[src/rtl/pkt_gen_bp_if.sv]
// Descriptor and beat-stream signals of one packet-generator port.
// The master modport is the generator; the slave modport is its environment.
interface pkt_gen_bp_if #(
  parameter int DW    = 32,
  parameter int DA_W  = 4,
  parameter int PRI_W = 3,
  parameter int LEN_W = 10,
  parameter int GAP_W = 8,
  parameter int CNT_W = 16
);
  logic             i_desc_vld;
  logic             o_desc_rdy;
  logic [DA_W-1:0]  i_desc_da;
  logic [PRI_W-1:0] i_desc_prior;
  logic [LEN_W-1:0] i_desc_len;
  logic [GAP_W-1:0] i_gap;
  logic [1:0]       i_mode;
  logic             i_ready;
  logic             o_sop;
  logic             o_vld;
  logic [DW-1:0]    o_data;
  logic             o_eop;
  logic             o_busy;
  logic [CNT_W-1:0] o_pkt_cnt;

  modport master (
    input  i_desc_vld, i_desc_da, i_desc_prior, i_desc_len, i_gap, i_mode, i_ready,
    output o_desc_rdy, o_sop, o_vld, o_data, o_eop, o_busy, o_pkt_cnt
  );

  modport slave (
    output i_desc_vld, i_desc_da, i_desc_prior, i_desc_len, i_gap, i_mode, i_ready,
    input  o_desc_rdy, o_sop, o_vld, o_data, o_eop, o_busy, o_pkt_cnt
  );
endinterface

[src/rtl/pkt_gen_bp.sv]
// Per-port test-packet generator: one descriptor in, header plus len payload beats out,
// with downstream backpressure, a programmable inter-packet gap and three payload modes.
module pkt_gen_bp #(
  parameter int DW    = 32,
  parameter int DA_W  = 4,
  parameter int PRI_W = 3,
  parameter int LEN_W = 10,
  parameter int GAP_W = 8,
  parameter int CNT_W = 16,
  parameter int ID    = 0
) (
  input logic          clk,
  input logic          rst_n,
  pkt_gen_bp_if.master bus
);

  localparam logic [3:0] PORT_ID = 4'(ID);

  typedef enum logic [1:0] {S_IDLE, S_HDR, S_PAY, S_GAP} state_t;

  state_t           state_q, state_d;
  logic [DA_W-1:0]  da_q;
  logic [PRI_W-1:0] pri_q;
  logic [LEN_W-1:0] len_q;
  logic [LEN_W-1:0] idx_q;
  logic [GAP_W-1:0] gap_q;
  logic [1:0]       mode_q;
  logic [CNT_W-1:0] cnt_snap_q;
  logic [CNT_W-1:0] pkt_cnt_q;

  logic             desc_rdy, accept, vld, sop, eop, xfer, last_pay;
  logic [LEN_W-1:0] beat_num;
  logic [DW-1:0]    hdr_word, pay_word, data;

  // Gated by rst_n so every output, ready included, reads 0 while reset is held.
  assign desc_rdy = (state_q == S_IDLE) & rst_n;
  assign accept   = bus.i_desc_vld & desc_rdy;
  assign vld      = (state_q == S_HDR) || (state_q == S_PAY);
  assign sop      = (state_q == S_HDR);
  assign last_pay = (idx_q == len_q - LEN_W'(1));
  assign eop      = ((state_q == S_HDR) && (len_q == '0)) || ((state_q == S_PAY) && last_pay);
  assign xfer     = vld & bus.i_ready;
  assign beat_num = idx_q + LEN_W'(1);
  assign hdr_word = DW'({PORT_ID, da_q, pri_q, len_q});

  always_comb begin
    // NOTE: default first so no path through the case leaves pay_word unassigned (no latch).
    pay_word = DW'(beat_num);
    case (mode_q)
      2'd1:    pay_word = DW'(cnt_snap_q);
      2'd2:    pay_word = ~DW'(beat_num);
      default: pay_word = DW'(beat_num);
    endcase
  end

  assign data = (state_q == S_HDR) ? hdr_word :
                (state_q == S_PAY) ? pay_word : '0;

  always_comb begin
    state_d = state_q;
    case (state_q)
      S_IDLE: if (accept) state_d = S_HDR;
      S_HDR: begin
        if (xfer) begin
          if (len_q != '0)      state_d = S_PAY;
          else if (gap_q != '0) state_d = S_GAP;
          else                  state_d = S_IDLE;
        end
      end
      S_PAY: if (xfer && last_pay) state_d = (gap_q != '0) ? S_GAP : S_IDLE;
      // gap_q counts down once per GAP cycle, so a load of N gives exactly N idle cycles.
      S_GAP: if (gap_q == GAP_W'(1)) state_d = S_IDLE;
      default: state_d = S_IDLE;
    endcase
  end

  // NOTE: sequential state uses non-blocking assignments so every register samples pre-edge values.
  always_ff @(posedge clk or negedge rst_n) begin
    if (!rst_n) begin
      state_q    <= S_IDLE;
      da_q       <= '0;
      pri_q      <= '0;
      len_q      <= '0;
      idx_q      <= '0;
      gap_q      <= '0;
      mode_q     <= '0;
      cnt_snap_q <= '0;
      pkt_cnt_q  <= '0;
    end else begin
      state_q <= state_d;
      if (accept) begin
        da_q       <= bus.i_desc_da;
        pri_q      <= bus.i_desc_prior;
        len_q      <= bus.i_desc_len;
        gap_q      <= bus.i_gap;
        mode_q     <= bus.i_mode;
        idx_q      <= '0;
        cnt_snap_q <= pkt_cnt_q;
      end else if ((state_q == S_PAY) && xfer && !last_pay) begin
        idx_q <= idx_q + LEN_W'(1);
      end
      if (state_q == S_GAP) gap_q <= gap_q - GAP_W'(1);
      if (xfer && eop) pkt_cnt_q <= pkt_cnt_q + CNT_W'(1);
    end
  end

  assign bus.o_desc_rdy = desc_rdy;
  assign bus.o_vld      = vld;
  assign bus.o_sop      = sop;
  assign bus.o_eop      = eop;
  assign bus.o_data     = data;
  assign bus.o_busy     = (state_q != S_IDLE);
  assign bus.o_pkt_cnt  = pkt_cnt_q;

endmodule
[src/flat_wrapper.sv]
// flat-port wrapper written by rule: the top's interface ports become plain ports
module pkt_gen_bp_flat 
#(
  parameter int DW    = 32,
  parameter int DA_W  = 4,
  parameter int PRI_W = 3,
  parameter int LEN_W = 10,
  parameter int GAP_W = 8,
  parameter int CNT_W = 16,
  parameter int ID    = 0
)
  (clk, rst_n, bus_i_desc_vld, bus_i_desc_da, bus_i_desc_prior, bus_i_desc_len, bus_i_gap, bus_i_mode, bus_i_ready, bus_o_desc_rdy, bus_o_sop, bus_o_vld, bus_o_data, bus_o_eop, bus_o_busy, bus_o_pkt_cnt);
  pkt_gen_bp_if #(.DW(DW), .DA_W(DA_W), .PRI_W(PRI_W), .LEN_W(LEN_W), .GAP_W(GAP_W), .CNT_W(CNT_W)) bus_i ();
  input logic clk;
  input logic rst_n;
  input wire logic [$bits(bus_i.i_desc_vld)-1:0] bus_i_desc_vld;
  input wire logic [$bits(bus_i.i_desc_da)-1:0] bus_i_desc_da;
  input wire logic [$bits(bus_i.i_desc_prior)-1:0] bus_i_desc_prior;
  input wire logic [$bits(bus_i.i_desc_len)-1:0] bus_i_desc_len;
  input wire logic [$bits(bus_i.i_gap)-1:0] bus_i_gap;
  input wire logic [$bits(bus_i.i_mode)-1:0] bus_i_mode;
  input wire logic [$bits(bus_i.i_ready)-1:0] bus_i_ready;
  output wire logic [$bits(bus_i.o_desc_rdy)-1:0] bus_o_desc_rdy;
  output wire logic [$bits(bus_i.o_sop)-1:0] bus_o_sop;
  output wire logic [$bits(bus_i.o_vld)-1:0] bus_o_vld;
  output wire logic [$bits(bus_i.o_data)-1:0] bus_o_data;
  output wire logic [$bits(bus_i.o_eop)-1:0] bus_o_eop;
  output wire logic [$bits(bus_i.o_busy)-1:0] bus_o_busy;
  output wire logic [$bits(bus_i.o_pkt_cnt)-1:0] bus_o_pkt_cnt;
  assign bus_i.i_desc_vld = bus_i_desc_vld;
  assign bus_i.i_desc_da = bus_i_desc_da;
  assign bus_i.i_desc_prior = bus_i_desc_prior;
  assign bus_i.i_desc_len = bus_i_desc_len;
  assign bus_i.i_gap = bus_i_gap;
  assign bus_i.i_mode = bus_i_mode;
  assign bus_i.i_ready = bus_i_ready;
  assign bus_o_desc_rdy = bus_i.o_desc_rdy;
  assign bus_o_sop = bus_i.o_sop;
  assign bus_o_vld = bus_i.o_vld;
  assign bus_o_data = bus_i.o_data;
  assign bus_o_eop = bus_i.o_eop;
  assign bus_o_busy = bus_i.o_busy;
  assign bus_o_pkt_cnt = bus_i.o_pkt_cnt;
  pkt_gen_bp #(.DW(DW), .DA_W(DA_W), .PRI_W(PRI_W), .LEN_W(LEN_W), .GAP_W(GAP_W), .CNT_W(CNT_W), .ID(ID)) u_core (.clk(clk), .rst_n(rst_n), .bus(bus_i));
endmodule
[config.mk]
export PLATFORM = sky130hd
export DESIGN_NAME = pkt_gen_bp_flat
export DESIGN_NICKNAME = d
export VERILOG_FILES = /design/src/rtl/pkt_gen_bp_if.sv /design/src/rtl/pkt_gen_bp.sv /design/src/flat_wrapper.sv
export SDC_FILE = /design/constraint.sdc
export NUM_CORES = 1
export LEC_CHECK = 0
export BUFFER_PORTS_ARGS = -buffer_cell sky130_fd_sc_hd__buf_2
export CAP_MARGIN = 20
export CORE_AREA = 2 2 98 100
export CTS_CLUSTER_SIZE = 14
export DETAILED_ROUTE_END_ITERATION = 8
export DIE_AREA = 0 0 100 102
export GPL_ROUTABILITY_DRIVEN = 1
export GPL_TIMING_DRIVEN = 1
export PLACE_DENSITY_LB_ADDON = 0.1
export SYNTH_ARGS = -nofsm -noshare
export SYNTH_HDL_FRONTEND = slang
export SYNTH_SLANG_ARGS = --single-unit
[constraint.sdc]
create_clock -name clk -period 2.38 [get_ports clk]
set_input_delay 0 -clock clk [delete_from_list [all_inputs] [get_ports clk]]
set_output_delay 0 -clock clk [all_outputs]
set_load 0.01 [all_outputs]
======== After elaboration in Yosys (flattened, before gate mapping) ========
Cells that the tools add are included.
word-level totals
  bits in registers ....................... 71
  word-level logic and storage cells ...... 59
cells by class
  add/subtract/negate cells ............... 4
  equal/unequal tests ..................... 11
  mux-type cells .......................... 14
  bitwise gates (word level) .............. 4
  reductions and logical operators ........ 17
operators by type and width
  cell                                                                      number
  32-bit two-way mux                                                        2
  32-bit case mux with 2 select lines                                       1
  10-bit NOT with 32-bit output                                             1
  10-bit two-way mux                                                        2
  16-bit by 1-bit adder with 16-bit output (second input constant)          1
  8-bit two-way mux                                                         2
  2-bit two-way mux                                                         6
  10-bit by 1-bit adder with 10-bit output (second input constant)          1
  10-bit equality test                                                      1
  10-bit logical NOT                                                        1
  10-bit nonzero test                                                       1
  10-bit by 1-bit subtractor with 10-bit output (second input constant)     1
  8-bit by 1-bit equality test with 1-bit output (second input constant)    1
  2-bit case mux with 4 select lines                                        1
  8-bit nonzero test                                                        1
  8-bit by 1-bit subtractor with 8-bit output (second input constant)       1
  2-bit equality test (second input constant)                               3
  1-bit logical AND                                                         6
  2-bit by 1-bit inequality test with 1-bit output (second input constant)  3
  2-bit nonzero test                                                        3
  2-bit by 1-bit equality test with 1-bit output (second input constant)    2
  4-bit AND reduction                                                       1
  1-bit bitwise AND                                                         3
  2-bit logical NOT                                                         1
  other kinds (3)                                                           4

======== Longest topological paths before layout ========
Gate-level depths: netlist of the first run.
  depth after elaboration ................. 7
  depth in mapped cells ................... 9
  gate-level depth less buffers ........... 9

======== Least setup slack after synthesis of the first run ========
No wires, ideal clock.
  path type ............................... reg-to-reg
  start ................................... reg u_core.len_q[0]
  end ..................................... reg u_core.pkt_cnt_q[12], in the netlist u_core.bus.o_pkt_cnt[12]
  library setup time ...................... 0.128 ns
  data arrival time ....................... 2.365 ns
  data required time ...................... 2.252 ns
  path slack .............................. -0.112 ns
  stages on the path, launching flop included .. 10
  path buffers ............................ 0
  period minus slack after synthesis ...... 2.492 ns
  cells stage by stage .................... dfrtp_1 > inv_1 > ha_1 > or4b_4 > nor3_1 > nor4_4 > and4_4 > a31oi_4 > and3b_1 > xor2_1
between the ends
  longest elaborated chain between the ends .. 5
  elaborated cells on any way between the ends .. 7
ends and longest elaborated chain
  what                                           line               text
  from (decl)                                    pkt_gen_bp.sv:24   logic [LEN_W-1:0] len_q;
  from (signal assigned)                         pkt_gen_bp.sv:94   len_q <= bus.i_desc_len;
  10-bit by 1-bit subtractor with 10-bit output  pkt_gen_bp.sv:40   assign last_pay = (idx_q == len_q - LEN_W'(1));
  10-bit equality test                           pkt_gen_bp.sv:40
  1-bit logical AND                              pkt_gen_bp.sv:41   assign eop = ((state_q == S_HDR) && (len_q == '0)) || ((state_q == S_PAY) && last_pay);
  1-bit logical OR *                             pkt_gen_bp.sv:41
  1-bit logical AND *                            pkt_gen_bp.sv:103  if (xfer && eop) pkt_cnt_q <= pkt_cnt_q + CNT_W'(1);
  to (signal assigned)                           pkt_gen_bp.sv:103
  to (decl)                                      pkt_gen_bp.sv:29   logic [CNT_W-1:0] pkt_cnt_q;
Every way passes the cells marked *; elsewhere a longest branch is shown, timed or not.
A chain may end at the register's enable or synchronous reset.

======== Worst setup path after layout of the first run ========
  start ................................... reg u_core.len_q[1]
  end ..................................... reg u_core.pkt_cnt_q[12], in the netlist u_core.bus.o_pkt_cnt[12]
Same word-level chain as after synthesis.

==> reports/metrics.yaml, run 1 <==
run_status:
  status: "finished with violations"
  violations: "setup timing"
global_routing:
  overflow: 0
  grt_start_max_net_pins: 38
  antenna_found_initial: 0
  grt_pass1_wl_um: 19100
  gr-usage-all-layers_pct: 23.9
  grt_pass1_vias: 3757
clock_network:
  cts_tree: "done"
  numCtsBuffers: 9
  worstSkewPairLatency_ns: 0.36
  cts_root_buf: "clkbuf_8"
  clk_pin_slew_ns: 0.09
  clock_path_buffers: 2
  cts-htree-levels: 3
  cts.sinks: 71
placement:
  io_buffers: 83
  placed_cells: 696
  place.gp.congestion: 0.907
  dp_hpwl_um: 8170
yosys:
  async_reset_ff_share_pct: 100
  ys.flop_type: "dfrtp_1"
  synth_edf_count: 0
  yosys_warnings: 0
  ys_seq_area_share_pct: 41.8
  syn-num-nets: 538
  synth_top_area_cell: "dfrtp_1"
  yosysTopAreaCellShare_pct: 41.8
  synth_area_um2: 4250
  ys_types: 51
  syn_inst: 495
  syn_avg_cell_area_um2: 8.59
  synth_seq_cells: 71
  netlist_top_cells_area: "dfrtp_1 42%, nand2_1 12%, xor2_1 5.1%"
critical_path:
  r2r-start: "u_core.len_q[1]"
  r2r-end: "u_core.bus.o_pkt_cnt[12]"
  path_class: "reg2reg"
  critPathLaunch: "u_core.len_q[1]"
  worst_ep_arrival_time_ns: 2.73
  required_ns: 2.63
  cp-start-kind: "flip-flop"
  cp_max_fo: 5
  r2r_slack_ns: -0.1
  ff2ff_path_depth: 11
  endpoint_kind: "flip-flop"
detailed_routing:
  m1WireLength_um: 5760
  drt-total-wl_um: 12000
  met2_length_um: 5550
  drc: 0
  drtIter0Drc: 169
  ant_nets: 0
  top_layer: "met4"
  route.met3.wl_um: 493
  wl_per_cell_um: 16.0
  drtPass1Iterations: 4
  vias: 3957
  avgViaCountPerCell: 5.27
floorplan:
  core_um2: 9110
  die_w_um: 100
  io_pins: 84
  initial_utilization_pct: 46.7
  die_area_um2: 10200
  die_h_um: 102
  row_count: 35
final_layout:
  final_cells: 751
  area_delta_synth_final_pct: 37.4
  layout.nets: 678
  fill_cells: 765
  final_common_cell: "nand2_1"
  layout_common_cells: "136 x nand2_1, 83 x buf_2, 68 x dfrtp_1, 53 x buf_4, 25 x dlygate4sd3_1"
  diodes: 0
  drive_gt1_share_pct: 33.4
sta:
  setup_tns_ns: -1.00
  finClkSkew_ns: 0.0120
  finalSetupViolCount: 18
  slew_headroom_pct: 62.2
  worst_slack_ns: -0.0980
  rsz0062_at_grt: "true"
  period_share_pct: 104
  clock.fmax_mhz: 404
  finalMaxSlewViolations: 0
  hold_viol: 0
  worst_pin_slew_ns: 0.567
  layout_min_cycle_time_ns: 2.48
pwr:
  p_sw_uw: 581
  power_density_nw_per_um2: 382
  clkPwrFrac_pct: 42.2
  p_leak_uw: 0.00302
  sw_frac_of_total_pct: 26.0
  combPwrFrac_pct: 3.8
  p_seq_share_pct: 54.0
  irDropWorstVdd_mv: 0.305
  p_int_uw: 1650
min_path:
  hold_class: "in2reg"
  hold_path_startpoint: "bus_i_gap[3]"
  holdPathStages: 4
  min_to: "u_core.gap_q[3]"
flow_run:
  maxCapViolCount: 0
-- logic make-up (layout without fill, tap and decap cells) --
| kind of cell | after synthesis | in the layout | share of synthesized area, % |
|---|---|---|---|
| and+or+nand+nor | 227 | 227 | 24.7 |
| AOI/OAI and AO/OA | 78 | 79 | 12.4 |
| DFF | 71 | 71 | 41.8 |
| buffers and inverters | 53 | 197 | 5.97 |
| xor gates and xnor gates | 48 | 48 | 10.2 |
| adders and majority gates | 12 | 12 | 3.53 |
| muxes | 6 | 6 | 1.44 |
-- power by group through the flow --
stage / logic (uW) / clock network (uW) / registers (uW)
finish: 84.3 / 943 / 1210
global route: 92.1 / 1010 / 1210
CTS: 85.3 / 962 / 1210
detailed placement: 54.1 / 0 / 1230
global placement: 53.1 / 0 / 1230
floorplan: 0.875 / 0 / 1230
-- state kept, by name, indices dropped and copies added (netlist names) --
signal                flops
u_core.len_q             10
u_core.pri_q              3
u_core.state_q            2
u_core.cnt_snap_q        16
u_core.bus.o_pkt_cnt     16
u_core.gap_q              8
u_core.idx_q             10
u_core.mode_q             2
u_core.da_q               4
-- cells in the mapped netlist (2+ instances only) --
master	number
xor2_1	25
or3_1	2
o31ai_1	3
a211oi_1	7
nand3_1	8
nor3_2	3
a221oi_1	10
nor3_1	9
nand2_1	138
nor4_1	2
o22ai_1	2
buf_4	14
o21ai_0	20
clkbuf_1	25
and2_1	6
ha_1	12
inv_1	12
nand2b_1	5
buf_2	2
nor2_1	26
mux2i_1	5
a21oi_1	21
a22o_1	3
xnor2_1	22
a21o_1	3
and3_1	10
nand4_1	4
or4_1	3
dfrtp_1	71
-- routing by layer --
metal,GRT usage [%],vias up
met3,3.01,14
met2,37.8,98
met1,34.1,1896
met4,8.43,0
met5,0,-
li1,-,1949
-- worst max-delay path by stage --
stage / to / slack [ns]
after CTS: u_core.bus.o_pkt_cnt[11] / -0.19
after global placement: u_core.bus.o_pkt_cnt[12] / -0.12
after global routing: u_core.bus.o_pkt_cnt[11] / -0.22
after floorplan: u_core.bus.o_pkt_cnt[12] / -0.03
after detailed placement: u_core.bus.o_pkt_cnt[12] / -0.16
final: u_core.bus.o_pkt_cnt[12] / -0.1
-- stage by stage --
step / worst slack, ns / cell area, um^2 / power [uW] / hold slack, ns / util [%]
after detailed placement: -0.160 / 4980 / 1280 / 0.134 / 54.7
after global routing: -0.222 / 5840 / 2310 / 0.0540 / 64.1
after global placement: -0.123 / 4980 / 1280 / 0.132 / 54.7
final: -0.0980 / 5840 / 2230 / 0.0349 / 64.1
after CTS: -0.189 / 5710 / 2250 / 0.0186 / 62.7
after floorplan: -0.0287 / 4260 / 1230 / -0.296 / -
-- worst max-delay path: stages (launching register included) --
cell     delay [ns]
dfrtp_1        0.39
inv_2          0.08
ha_4           0.14
or4b_4         0.47
buf_4          0.16
nor3_4         0.18
nor4_4         0.07
and4_4         0.17
buf_6          0.13
a31oi_4        0.23
and3b_1        0.22
xor2_1         0.13
-- final cells by class --
class / instances / area, um^2 / share of cell area (%)
well taps: 111 / 139 / 2.38
flip-flops and latches: 71 / 1780 / 30.5
repair buffers: 169 / 1180 / 20.2
multi-input cells: 372 / 2510 / 43.0
clock inverters: 7 / 61.3 / 1.05
inverters: 12 / 45.0 / 0.771
clock buffers: 9 / 124 / 2.12
-- repair_timing --
| item | in CTS | in global routing |
|---|---|---|
| pin swaps | 22 | 15 |
| hold buffers | 25 | 0 |
| resized for setup | 31 | 26 |
| gates cloned | 1 | 0 |
| endpoints found under the hold margin | 95 | 0 |
| endpoints found under the setup margin | 27 | 32 |
| setup buffers | 13 | 2 |
Note: power is estimated with default switching activity, not from simulation.
==> inputs of run 2 (changes only) <==
--- a/config.mk
+++ b/config.mk
@@ -5,12 +5,12 @@
 export SDC_FILE = /design/constraint.sdc
 export NUM_CORES = 1
 export LEC_CHECK = 0
-export BUFFER_PORTS_ARGS = -buffer_cell sky130_fd_sc_hd__buf_2
+export BUFFER_PORTS_ARGS = -buffer_cell sky130_fd_sc_hd__buf_4
 export CAP_MARGIN = 20
-export CORE_AREA = 2 2 98 100
+export CORE_AREA = 2 2 96 98
 export CTS_CLUSTER_SIZE = 14
 export DETAILED_ROUTE_END_ITERATION = 8
-export DIE_AREA = 0 0 100 102
+export DIE_AREA = 0 0 98 100
 export GPL_ROUTABILITY_DRIVEN = 1
 export GPL_TIMING_DRIVEN = 1
 export PLACE_DENSITY_LB_ADDON = 0.1
==> reports/metrics.yaml, run 2 (same netlist as run 1, synthesis figures left out) <==
run_status:
  status: "finished with violations"
  violations: "setup timing"
clock_network:
  worstSkewPairLatency_ns: 0.35  # about the same
  cts-htree-levels: 3  # unchanged
  cts.sinks: 71  # unchanged
  clk_pin_slew_ns: 0.08  # about the same
  numCtsBuffers: 9  # unchanged
  cts_tree: "done"
  clock_path_buffers: 2  # unchanged
  cts_root_buf: "clkbuf_8"
global_routing:
  antenna_found_initial: 0  # unchanged
  gr-usage-all-layers_pct: 23.9  # about the same
  grt_start_max_net_pins: 63  # +66%
  overflow: 0  # unchanged
  grt_pass1_wl_um: 18600  # -2.7%
  grt_pass1_vias: 3692  # -1.7%
sta:
  finClkSkew_ns: 0.00653  # -0.00551 ns
  finalSetupViolCount: 28  # +10
  worst_pin_slew_ns: 0.802  # +0.235 ns
  whs_ns: 0.0194  # -0.0154 ns
  clock.fmax_mhz: 380  # -5.8%
  period_share_pct: 110  # +6.4 points
  hold_viol: 0  # unchanged
  layout_min_cycle_time_ns: 2.63  # +0.152 ns
  worst_slack_ns: -0.250  # -0.152 ns
  rsz0062_at_grt: "true"
  slew_headroom_pct: 46.6  # -16 points
  finalMaxSlewViolations: 0  # unchanged
critical_path:
  worst_ep_arrival_time_ns: 2.63  # -0.10 ns
  r2r-end: "u_core.bus.o_pkt_cnt[5]"
  endpoint_kind: "output pin"
  r2r-start: "u_core.len_q[1]"
  critPathLaunch: "u_core.len_q[1]"
  crit_top_cell: "buf_6"
  required_ns: 2.38  # -0.25 ns
  path_cells: "inv_1, ha_2, or4b_4, o21a_1, nor4_4, and4_4, buf_6, a22o_1, buf_4, buf_6"
  r2r_slack_ns: -0.21  # -0.11 ns
  slowest_stage: "or4b_4"
  path_class: "reg2out"
  cpPeakStageDelay_ns: 0.50  # +0.03 ns
  cp-start-kind: "flip-flop"
  ff2ff_path_depth: 12  # +1
  cp_max_fo: 4  # -1
final_layout:
  diodes: 0  # unchanged
  area_delta_synth_final_pct: 39.7
  layout.nets: 673  # -0.74%
  layout_common_cells: "135 x nand2_1, 129 x buf_4, 70 x dfrtp_1, 25 x dlygate4sd3_1, 24 x xor2_1"
  drive_gt1_share_pct: 32.4  # -1.0 points
  final_common_cell: "nand2_1"
floorplan:
  initial_utilization_pct: 47.9  # +1.2 points
  io_pins: 84  # unchanged
  die_h_um: 100  # -2.0%
  core_um2: 8890  # -2.4%
  row_count: 35  # unchanged
  die_w_um: 98  # -2.0%
  die_area_um2: 9800  # -3.9%
detailed_routing:
  drtIter0Drc: 132  # -22%
  drc: 0  # unchanged
  avgViaCountPerCell: 5.27  # about the same
  drtPass1Iterations: 5  # +1
  wl_per_cell_um: 15.8  # -0.89%
  drt-total-wl_um: 11800  # -1.6%
  ant_nets: 0  # unchanged
  vias: 3929  # -0.71%
min_path:
  hold_class: "in2async"
placement:
  place.gp.congestion: 0.853  # -6.0%
  io_buffers: 83  # unchanged
  dp_hpwl_um: 8190  # +0.23%
flow_run:
  maxCapViolCount: 0  # unchanged
pwr:
  irDropWorstVdd_mv: 0.237  # -22%
  power_density_nw_per_um2: 364  # -4.6%
  finalPower_uw: 2170  # -3.0%
  p_leak_uw: 0.00299  # -0.91%
[run 2: layout make-up]
| class | instances | area, um^2 |
|---|---|---|
| sequential | 71 | 1780 |
| timing repair buffer | 164 | 1340 |
| clock buffer | 9 | 124 |
| inverter | 12 | 45.0 |
| clock inverter | 7 | 47.5 |
| tap | 111 | 139 |
| fill | 758 | 2950 |
| multi-input combinational | 372 | 2470 |
[run 2: critical path, delay by kind of cell (launching register included)]
family          cells  cell delay (ns)
buf+inv             4             0.38
compound gates      2             0.37
simple gates        3             0.95
fa+ha+maj           1             0.19
flops               1             0.39
[run 2: stage by stage]
stage	instances	setup WS (ns)	setup TNS (ns)	area [um^2]	utilization, %
floorplan	495	-0.0287	-0.0780	4260	-
global placement	694	-0.0794	-0.473	5170	58.2
detailed placement	694	-0.110	-1.08	5170	58.2
CTS	739	-0.247	-3.71	5710	64.2
global route	746	-0.369	-6.58	5940	66.9
finish	746	-0.250	-3.35	5940	66.9
[run 2: timing repair]
item,4_1_cts,5_1_grt
setup endpoints to repair,29,49
gates resized for setup,19,38
gates cloned,1,0
pin swaps,9,19
hold endpoints to repair,33,0
buffers inserted,3,8
hold buffers,25,0
[run 2: where the power goes]
part / switching [uW] / internal, uW
clock: 486 / 377
combinational: 39.2 / 59.0
sequential: 0 / 1210
[run 2: worst max-delay path by stage]
stage                                           to  depth (start not counted)
after global placement    u_core.bus.o_pkt_cnt[12]                          8
after global routing                     bus_o_eop                         10
after CTS                 u_core.bus.o_pkt_cnt[12]                         11
after detailed placement  u_core.bus.o_pkt_cnt[12]                          9
final                                    bus_o_eop                         10
after floorplan           u_core.bus.o_pkt_cnt[12]                          9
[run 2: layer usage]
metal	global-route usage, %	up-vias	routed length, um
li1	-	1925	-
met4	8.44	0	126
met1	34.3	1892	5650
met2	37.4	99	5420
met5	0	-	0
met3	3.27	13	608
==> inputs of run 3 (changes only) <==
--- a/config.mk
+++ b/config.mk
@@ -13,7 +13,7 @@
 export DIE_AREA = 0 0 98 100
 export GPL_ROUTABILITY_DRIVEN = 1
 export GPL_TIMING_DRIVEN = 1
-export PLACE_DENSITY_LB_ADDON = 0.1
+export PLACE_DENSITY = 0.85
 export SYNTH_ARGS = -nofsm -noshare
 export SYNTH_HDL_FRONTEND = slang
 export SYNTH_SLANG_ARGS = --single-unit
==> reports/metrics.yaml, run 3 (same netlist as run 1, synthesis figures left out) <==
critical_path:
  endpoint_kind: "flip-flop"
  cp-start-kind: "flip-flop"
  worst_ep_arrival_time_ns: 2.92  # +0.29 ns
  required_ns: 2.62  # +0.24 ns
  path_class: "reg2reg"
  cp_max_fo: 5  # +1
  r2r_slack_ns: -0.30  # -0.09 ns
pwr:
  p_leak_uw: 0.00307  # +2.7%
  power_density_nw_per_um2: 381  # +4.5%
  irDropWorstVdd_mv: 0.229  # -3.1%
global_routing:
  overflow: 0  # unchanged
  gr-usage-all-layers_pct: 25.2  # +1.3 points
  grt_pass1_wl_um: 19900  # +7.3%
  grt_start_max_net_pins: 66  # +4.8%
  antenna_found_initial: 1  # +1
  grt_pass1_vias: 4220  # +14%
clock_network:
  cts.sinks: 71  # unchanged
  clock_path_buffers: 2  # unchanged
  clk_pin_slew_ns: 0.09  # about the same
  cts_tree: "done"
  worstSkewPairLatency_ns: 0.36  # about the same
  cts-htree-levels: 3  # unchanged
  cts_root_buf: "clkbuf_8"
  numCtsBuffers: 9  # unchanged
sta:
  clock.fmax_mhz: 373  # -1.8%
  finalSetupViolCount: 29  # +3.6%
  slew_headroom_pct: 44.4  # -2.2 points
  hold_viol: 0  # unchanged
  whs_ns: 0.0268  # +0.00742 ns
  worst_slack_ns: -0.299  # -0.0495 ns
  period_share_pct: 113  # +2.1 points
  layout_min_cycle_time_ns: 2.68  # +0.0495 ns
  rsz0062_at_grt: "true"
  worst_pin_slew_ns: 0.835  # +0.0330 ns
  finClkSkew_ns: 0.0146  # +0.00810 ns
  finalMaxSlewViolations: 0  # unchanged
floorplan:
  row_count: 35  # unchanged
  core_um2: 8890  # unchanged
  die_w_um: 98  # unchanged
  die_h_um: 100  # unchanged
  die_area_um2: 9800  # unchanged
  io_pins: 84  # unchanged
  initial_utilization_pct: 47.9  # unchanged
placement:
  placed_cells: 691  # -0.43%
  place_area_um2: 5140  # -0.68%
  place.gp.congestion: 0.921  # +8.1%
  io_buffers: 83  # unchanged
  dp_hpwl_um: 8030  # -2.0%
  place_ws_ns: -0.213  # -0.103 ns
run_status:
  status: "finished with violations"
  violations: "setup timing"
final_layout:
  final_cell_area_um2: 6060  # +2.0%
  seqCellArea_um2: 1780  # about the same
  final_cells: 750  # +0.54%
  fill_cells: 618  # -18%
  final_util_pct: 68.2  # +1.3 points
  area_delta_synth_final_pct: 42.5
  multi_input_area_um2: 2520  # +2.4%
  layout.nets: 676  # +0.45%
  drive_gt1_share_pct: 33.1  # +0.63 points
  final_common_cell: "nand2_1"
  layout_common_cells: "134 x nand2_1, 131 x buf_4, 71 x dfrtp_1, 25 x dlygate4sd3_1, 24 x xor2_1"
detailed_routing:
  drc: 0  # unchanged
  wl_per_cell_um: 17.1  # +7.8%
  vias: 4220  # +7.4%
  ant_nets: 0  # unchanged
  drtPass1Iterations: 5  # unchanged
  avgViaCountPerCell: 5.63  # +6.8%
  drt-total-wl_um: 12800  # +8.4%
  drtIter0Drc: 435  # +230%
flow_run:
  maxCapViolCount: 0  # unchanged
min_path:
  hold_class: "in2reg"
run 3: timing repair:
item / CTS / global route
pin swaps: 18 / 30
endpoints found under the setup margin: 22 / 36
hold buffers: 25 / 0
buffers inserted: 9 / 8
hold endpoints to repair: 95 / 0
resized for setup: 30 / 39
run 3: power by group:
part           switching, uW  internal (uW)
clock network            489            516
registers                  0           1210
logic                   40.0           59.1
total                    529           1780
run 3: stage by stage:
stage,power (uW),TNS (ns)
4_1_cts,2320,-4.55
3_5_place_dp,1300,-1.63
6_report,2310,-4.70
5_1_grt,2390,-6.75
3_3_place_gp,1290,-0.443
2_1_floorplan,1230,-0.0780
run 3: worst max-delay path: stages (launching register included):
cell,delay (ns)
dfrtp_1,0.41
inv_2,0.09
ha_4,0.14
nor3b_1,0.32
o211ai_1,0.16
a211oi_2,0.42
and4_4,0.32
buf_6,0.11
a31oi_4,0.13
buf_6,0.19
nand2b_4,0.15
xnor2_2,0.12
run 3: area by class of cell:
cell class	instances	area share (%)
Inverter	12	0.743
Tap cell	111	2.29
Antenna cell	1	0.0413
Clock inverter	6	1.11
Sequential cell	71	29.3
Timing Repair Buffer	168	22.6
Multi-Input combinational cell	371	41.7
Clock buffer	10	2.27
run 3: per-layer routing:
metal / routed length, um / share of wire [%] / track usage, % / up-vias
li1: - / - / - / 1933
met1: 5210 / 41 / 31.6 / 2038
met2: 6280 / 49 / 42.5 / 205
met3: 858 / 6.7 / 5.15 / 44
met4: 450 / 3.5 / 10.6 / 0
met5: 0 / 0 / 0 / -
run 3: worst paths after layout:
| kind | from | to | cells after the start |
|---|---|---|---|
| worst max-delay path | u_core.len_q[0] | u_core.bus.o_pkt_cnt[2] | 11 |
| worst min-delay path | bus_i_gap[7] | u_core.gap_q[7] | 4 |
| worst max register to register | u_core.len_q[0] | u_core.bus.o_pkt_cnt[2] | 11 |
| worst min register to register | u_core.da_q[0] | u_core.da_q[0] | 2 |
| max in group asynchronous | rst_n | u_core.cnt_snap_q[9] | 3 |
| min in group asynchronous | rst_n | u_core.gap_q[1] | 2 |
